==> src/rtl/cpu_brc_pkg.sv <==
// Shared types for the branch resolution unit: funct3 encodings, result record and decision helper.
// Optional perf counters in the top are enabled by defining BRU_PERF_CNT_EN.
package cpu_brc_pkg;

   localparam int unsigned BRC_XLEN = 32;
   localparam int unsigned PC_INC   = 4;

   typedef enum logic [2:0] {
      BEQ  = 3'b000,
      BNE  = 3'b001,
      BLT  = 3'b100,
      BGE  = 3'b101,
      BLTU = 3'b110,
      BGEU = 3'b111
   } brc_funct3_e;

   typedef struct packed {
      logic                taken;
      logic                mispredict;
      logic                illegal;
      logic [BRC_XLEN-1:0] redirect_pc;
   } brc_result_t;

   // Returns {illegal, taken}; funct3 010/011 are not branches and never take.
   function automatic logic [1:0] brc_decide(input logic [2:0] f3, input logic eq,
                                             input logic lt, input logic ltu);
      logic [1:0] r;
      r = 2'b00;
      case (brc_funct3_e'(f3))
         BEQ:     r = {1'b0, eq};
         BNE:     r = {1'b0, ~eq};
         BLT:     r = {1'b0, lt};
         BGE:     r = {1'b0, ~lt};
         BLTU:    r = {1'b0, ltu};
         BGEU:    r = {1'b0, ~ltu};
         default: r = 2'b10;
      endcase
      return r;
   endfunction

endpackage

==> src/rtl/branch_cmp.sv <==
// Combinational operand comparator producing equal, signed-less-than and unsigned-less-than.
module branch_cmp #(
   parameter int unsigned XLEN = 32
) (
   input  logic [XLEN-1:0] i_rs1,
   input  logic [XLEN-1:0] i_rs2,
   output logic            o_eq,
   output logic            o_lt,
   output logic            o_ltu
);

   assign o_eq  = ~|(i_rs1 ^ i_rs2);
   assign o_lt  = $signed(i_rs1) < $signed(i_rs2);
   assign o_ltu = i_rs1 < i_rs2;

endmodule

==> src/rtl/branch_resolve_unit.sv <==
// EX-stage branch resolver: single-entry valid/ready result register with flush and redirect.
// Define BRU_PERF_CNT_EN to add the br_cnt_o / mispred_cnt_o performance counters.
module branch_resolve_unit
   import cpu_brc_pkg::*;
#(
   parameter int unsigned     XLEN     = BRC_XLEN,
   parameter logic [XLEN-1:0] RESET_PC = '0
) (
   input  logic            clk_i,
   input  logic            rst_i,
   input  logic            in_valid_i,
   output logic            in_ready_o,
   input  logic [2:0]      funct3_i,
   input  logic [XLEN-1:0] rs1_i,
   input  logic [XLEN-1:0] rs2_i,
   input  logic [XLEN-1:0] pc_i,
   input  logic [XLEN-1:0] imm_i,
   input  logic            pred_taken_i,
   input  logic            flush_i,
   output logic            out_valid_o,
   input  logic            out_ready_i,
   output logic            taken_o,
   output logic            mispredict_o,
   output logic [XLEN-1:0] redirect_pc_o,
   output logic            illegal_o
`ifdef BRU_PERF_CNT_EN
   ,
   output logic [31:0]     br_cnt_o,
   output logic [31:0]     mispred_cnt_o
`endif
);

   logic        w_eq, w_lt, w_ltu;
   logic        w_accept;
   logic [1:0]  w_dec;
   brc_result_t w_res;
   brc_result_t r_res;
   logic        r_out_valid;

   branch_cmp #(.XLEN(XLEN)) u_cmp (
      .i_rs1 (rs1_i),
      .i_rs2 (rs2_i),
      .o_eq  (w_eq),
      .o_lt  (w_lt),
      .o_ltu (w_ltu)
   );

   assign in_ready_o = ~r_out_valid | out_ready_i;
   assign w_accept   = in_valid_i & in_ready_o & ~flush_i;

   always_comb begin
      w_dec                = brc_decide(funct3_i, w_eq, w_lt, w_ltu);
      w_res.illegal        = w_dec[1];
      w_res.taken          = w_dec[0];
      w_res.mispredict     = ~w_dec[1] & (w_dec[0] ^ pred_taken_i);
      w_res.redirect_pc    = w_dec[0] ? (pc_i + imm_i) : (pc_i + XLEN'(PC_INC));
   end

   // Flush clears the flags but leaves the last redirect PC on the bus.
   always_ff @(posedge clk_i) begin
      if (rst_i) begin
         r_out_valid       <= 1'b0;
         r_res.taken       <= 1'b0;
         r_res.mispredict  <= 1'b0;
         r_res.illegal     <= 1'b0;
         r_res.redirect_pc <= RESET_PC;
      end else if (flush_i) begin
         r_out_valid       <= 1'b0;
         r_res.taken       <= 1'b0;
         r_res.mispredict  <= 1'b0;
         r_res.illegal     <= 1'b0;
      end else if (w_accept) begin
         r_out_valid       <= 1'b1;
         r_res             <= w_res;
      end else if (out_ready_i) begin
         r_out_valid       <= 1'b0;
      end
   end

   assign out_valid_o   = r_out_valid;
   assign taken_o       = r_res.taken;
   assign mispredict_o  = r_res.mispredict;
   assign illegal_o     = r_res.illegal;
   assign redirect_pc_o = r_res.redirect_pc;

`ifdef BRU_PERF_CNT_EN
   logic        w_count;
   logic [31:0] r_br_cnt;
   logic [31:0] r_mispred_cnt;

   // Only legal branches delivered to the consumer are counted; flush does not clear.
   assign w_count = r_out_valid & out_ready_i & ~r_res.illegal;

   always_ff @(posedge clk_i) begin
      if (rst_i) begin
         r_br_cnt      <= '0;
         r_mispred_cnt <= '0;
      end else if (w_count) begin
         r_br_cnt      <= r_br_cnt + 32'd1;
         if (r_res.mispredict) r_mispred_cnt <= r_mispred_cnt + 32'd1;
      end
   end

   assign br_cnt_o      = r_br_cnt;
   assign mispred_cnt_o = r_mispred_cnt;
`endif

endmodule

==> config.mk <==
export PLATFORM = sky130hd
export DESIGN_NAME = branch_resolve_unit
export DESIGN_NICKNAME = d
export VERILOG_FILES = /design/src/rtl/cpu_brc_pkg.sv /design/src/rtl/branch_cmp.sv /design/src/rtl/branch_resolve_unit.sv
export SDC_FILE = /design/constraint.sdc
export NUM_CORES = 1
export LEC_CHECK = 0
export BUFFER_PORTS_ARGS = -buffer_cell sky130_fd_sc_hd__buf_2
export CAP_MARGIN = 5
export CORE_MARGIN = 2
export CORE_UTILIZATION = 51
export DETAILED_ROUTE_END_ITERATION = 6
export GPL_TIMING_DRIVEN = 1
export PLACE_DENSITY_LB_ADDON = 0.05
export REMOVE_ABC_BUFFERS = 1
export SLEW_MARGIN = 20
export SYNTH_ARGS = -nofsm -noshare
export SYNTH_HDL_FRONTEND = slang
export SYNTH_SLANG_ARGS = --single-unit
==> constraint.sdc <==
create_clock -name clk_i -period 4.46 [get_ports clk_i]
set_input_delay 0.892 -clock clk_i [delete_from_list [all_inputs] [get_ports clk_i]]
set_output_delay 0.892 -clock clk_i [all_outputs]
set_load 0.05 [all_outputs]
==> impl_metrics.json <==
{
  "status": "finished clean",
  "place_hpwl_microns": 10800,
  "ys_types": 58,
  "hold_path_class": "flip-flop to flip-flop",
  "pwr-share-seq_pct": 29.2,
  "register_area_sq_um": 721,
  "cts_tree": "done",
  "path_clk_slew_ps": 80,
  "synth_seq_cells": 36,
  "swShare_pct": 42.1,
  "fin_setup_tns_ps": 0,
  "layout-drive-gt1-share_pct": 25.4,
  "grt_pass1_vias": 4686,
  "slowest_stage": "or4b_1",
  "gp_congestion": 0.883,
  "p_clk_share_pct": 20.5,
  "dr.pass1.iters": 4,
  "rrSetupSlack_ps": 2250,
  "crit_required_ps": 4630,
  "dieWidth_microns": 97.5,
  "grt_usage_pct": 26.9,
  "critical_path_buf_inv_count": 2,
  "crit_family": "compound AO/OA/AOI/OAI gates",
  "rsz0062_at_grt": "no",
  "p_leak_nw": 2.74,
  "detail-route-antenna-nets": 0,
  "grt_pass1_wl_microns": 21500,
  "relSlewSlack_pct": 36.0,
  "use_met3_pct": 3.67,
  "grtUsageMet1_pct": 34.9,
  "worstPathArrival_ps": 3560,
  "synth_edf_count": 0,
  "cts-htree-levels": 2,
  "cp_max_fo": 29,
  "cts.sinks": 36,
  "combPwrFrac_pct": 50.2,
  "num_antenna_cells": 0,
  "period_minus_slack_ps": 3400,
  "overflow": 0,
  "drv_cap": 0,
  "seq_area_frac_synth_pct": 16.2,
  "fill_cells": 829,
  "dr.first_iter.drc_count": 138,
  "cp-end-kind": "flip-flop",
  "async_reset_ff_share_pct": 0,
  "finalCritPeriodShare_pct": 76.2,
  "syn_inst": 595,
  "wl_microns": 12900,
  "cts_setup_buffers": 0,
  "cts-root-buf": "clkbuf_8",
  "grtUsageMet2_pct": 47.2,
  "p_int_w": 0.000710,
  "ioPinCount": 174,
  "synth_flop_cell": "dfxtp_1",
  "worst_pin_slew_ps": 957,
  "start_util_pct": 51.9,
  "drv_slew": 0,
  "fin_nets": 958,
  "area_delta_synth_final_pct": 22.7,
  "cts_resized": 0,
  "antenna_found_initial": 0,
  "grt_busiest_layer": "met2",
  "core-area_sq_um": 8590,
  "drc_errors": 0,
  "finalSetupViolCount": 0,
  "clk_path_buf_depth": 2,
  "crit_chain": "buf_2 -> ha_1 -> a21oi_1 -> o21ai_0 -> a221o_1 -> a211o_1 -> or4b_1 -> nand3_1 -> buf_4 -> nor2_1 -> a211oi_1 -> nor3_1",
  "pwr_density_cell_nw_per_um2": 224,
  "die_h_microns": 97.5,
  "die_area_sq_um": 9510,
  "cp-start-kind": "input pin",
  "yosys_warnings": 0,
  "vias_per_cell": 5.63,
  "postSynthAreaPerCell_sq_um": 7.49,
  "final_cell_mix": "173 x buf_2, 64 x ha_1, 47 x nand2_1, 47 x a21oi_1, 47 x nor2_1",
  "grt_max_degree": 33,
  "holdBufCountCts": 0,
  "hold_viol": 0,
  "wl_per_cell_microns": 14.9,
  "criticalPathCategory": "input pin to flip-flop",
  "syn_area_sq_um": 4460,
  "vdd_drop_max_v": 0.000117,
  "vias": 4871,
  "layout_commonest_cell": "buf_2",
  "slowest_delay_ps": 540,
  "rows": 34,
  "switching_power_w": 0.000515,
  "finClkSkew_ps": 7.69,
  "stdcell_count": 865,
  "dp.cells": 857,
  "max_freq_mhz": 294,
  "multi_input_area_sq_um": 3470,
  "insertion_delay_ps": 300,
  "io_buffers": 173,
  "cts_buffers": 5
}
## cells by family (layout without fill, tap and decap cells)
logic type,Yosys count,after routing,share of synthesized area [%]
adder cells (fa/ha/maj),65,65,18.4
flip-flops,36,36,16.2
AO/OA/AOI/OAI,168,168,24.2
XOR/XNOR,56,56,11.2
AND/OR/NAND/NOR,198,198,22.7
buffers and inverters,66,228,5.95
multiplexers,6,6,1.35
## power groups by stage
stage / registers (W) / clock network [W] / logic, W
after floorplan: 0.000448 / 0 / 0.000339
after CTS: 0.000359 / 0.000256 / 0.000614
after detailed placement: 0.000366 / 0 / 0.000611
final: 0.000358 / 0.000251 / 0.000615
after global routing: 0.000361 / 0.000266 / 0.000682
after global placement: 0.000365 / 0 / 0.000601
## synth_stat cells, types with 3 or more instances
| cell type | number | area, sq um |
|---|---|---|
| a21oi_1 | 47 | 235 |
| nand2_1 | 47 | 176 |
| nor4_1 | 3 | 18.8 |
| dfxtp_1 | 36 | 721 |
| nand3_1 | 23 | 115 |
| nor2b_1 | 5 | 31.3 |
| a21o_1 | 14 | 105 |
| o21ai_0 | 36 | 180 |
| nand3b_1 | 7 | 52.6 |
| nand4_1 | 18 | 113 |
| nor3_1 | 9 | 45.0 |
| ha_1 | 64 | 801 |
| inv_1 | 45 | 169 |
| o221ai_1 | 7 | 61.3 |
| a31oi_1 | 6 | 37.5 |
| nor2_1 | 47 | 176 |
| a211oi_1 | 18 | 135 |
| and4_1 | 8 | 70.1 |
| or3_1 | 4 | 25.0 |
| clkbuf_1 | 15 | 56.3 |
| and2_1 | 6 | 37.5 |
| and3_1 | 8 | 50.1 |
| mux2i_1 | 6 | 60.1 |
| xnor2_1 | 28 | 245 |
| xor2_1 | 27 | 236 |
| nand2b_1 | 4 | 25.0 |
| o21a_1 | 3 | 22.5 |
| a21boi_0 | 5 | 37.5 |
| o211ai_1 | 10 | 75.1 |
## metal layers
layer	up-vias	share of wire (%)
met1	2206	46
met3	21	5.5
met4	0	1.6
li1	2496	-
met5	-	0
met2	148	47
## stage by stage
stage | utilization (%) | hold WS [ps] | area (sq um) | total power, W | setup slack, ps
6_report | 63.7 | 452 | 5470 | 0.00123 | 1060
4_1_cts | 63.7 | 455 | 5470 | 0.00123 | 1050
3_3_place_gp | 62.6 | 427 | 5380 | 0.000966 | 819
3_5_place_dp | 62.6 | 444 | 5380 | 0.000977 | 741
5_1_grt | 63.7 | 477 | 5470 | 0.00131 | 801
2_1_floorplan | - | 664 | 4360 | 0.000787 | 588
## flip-flops by register name (all words and copies together) (netlist names)
register / flops
illegal_o: 1
mispredict_o: 1
out_valid_o: 1
redirect_pc_o: 32
taken_o: 1
## worst paths after layout
path                     start                 to  cells past startpoint
min reg2reg  redirect_pc_o[16]  redirect_pc_o[16]                      1
min          redirect_pc_o[16]  redirect_pc_o[16]                      1
max                  rs1_i[19]   redirect_pc_o[2]                     12
max reg2reg        out_valid_o  redirect_pc_o[29]                      7
## worst register-to-register path, delay by kind of cell, from the launching register on
kind	cells	cell delay, ps
AND/OR/NAND/NOR	5	1470
AO/OA/AOI/OAI	2	380
flip-flops	1	310
## area by class of cell
type	count	share of cell area, %
multi-input cells	493	63.5
repair buffers	175	16.1
clock buffers	6	1.51
flip-flops and latches	36	13.2
inverters	45	3.09
clock inverters	2	0.183
well taps	108	2.47
No activity file was read; power rests on OpenSTA's default activity.
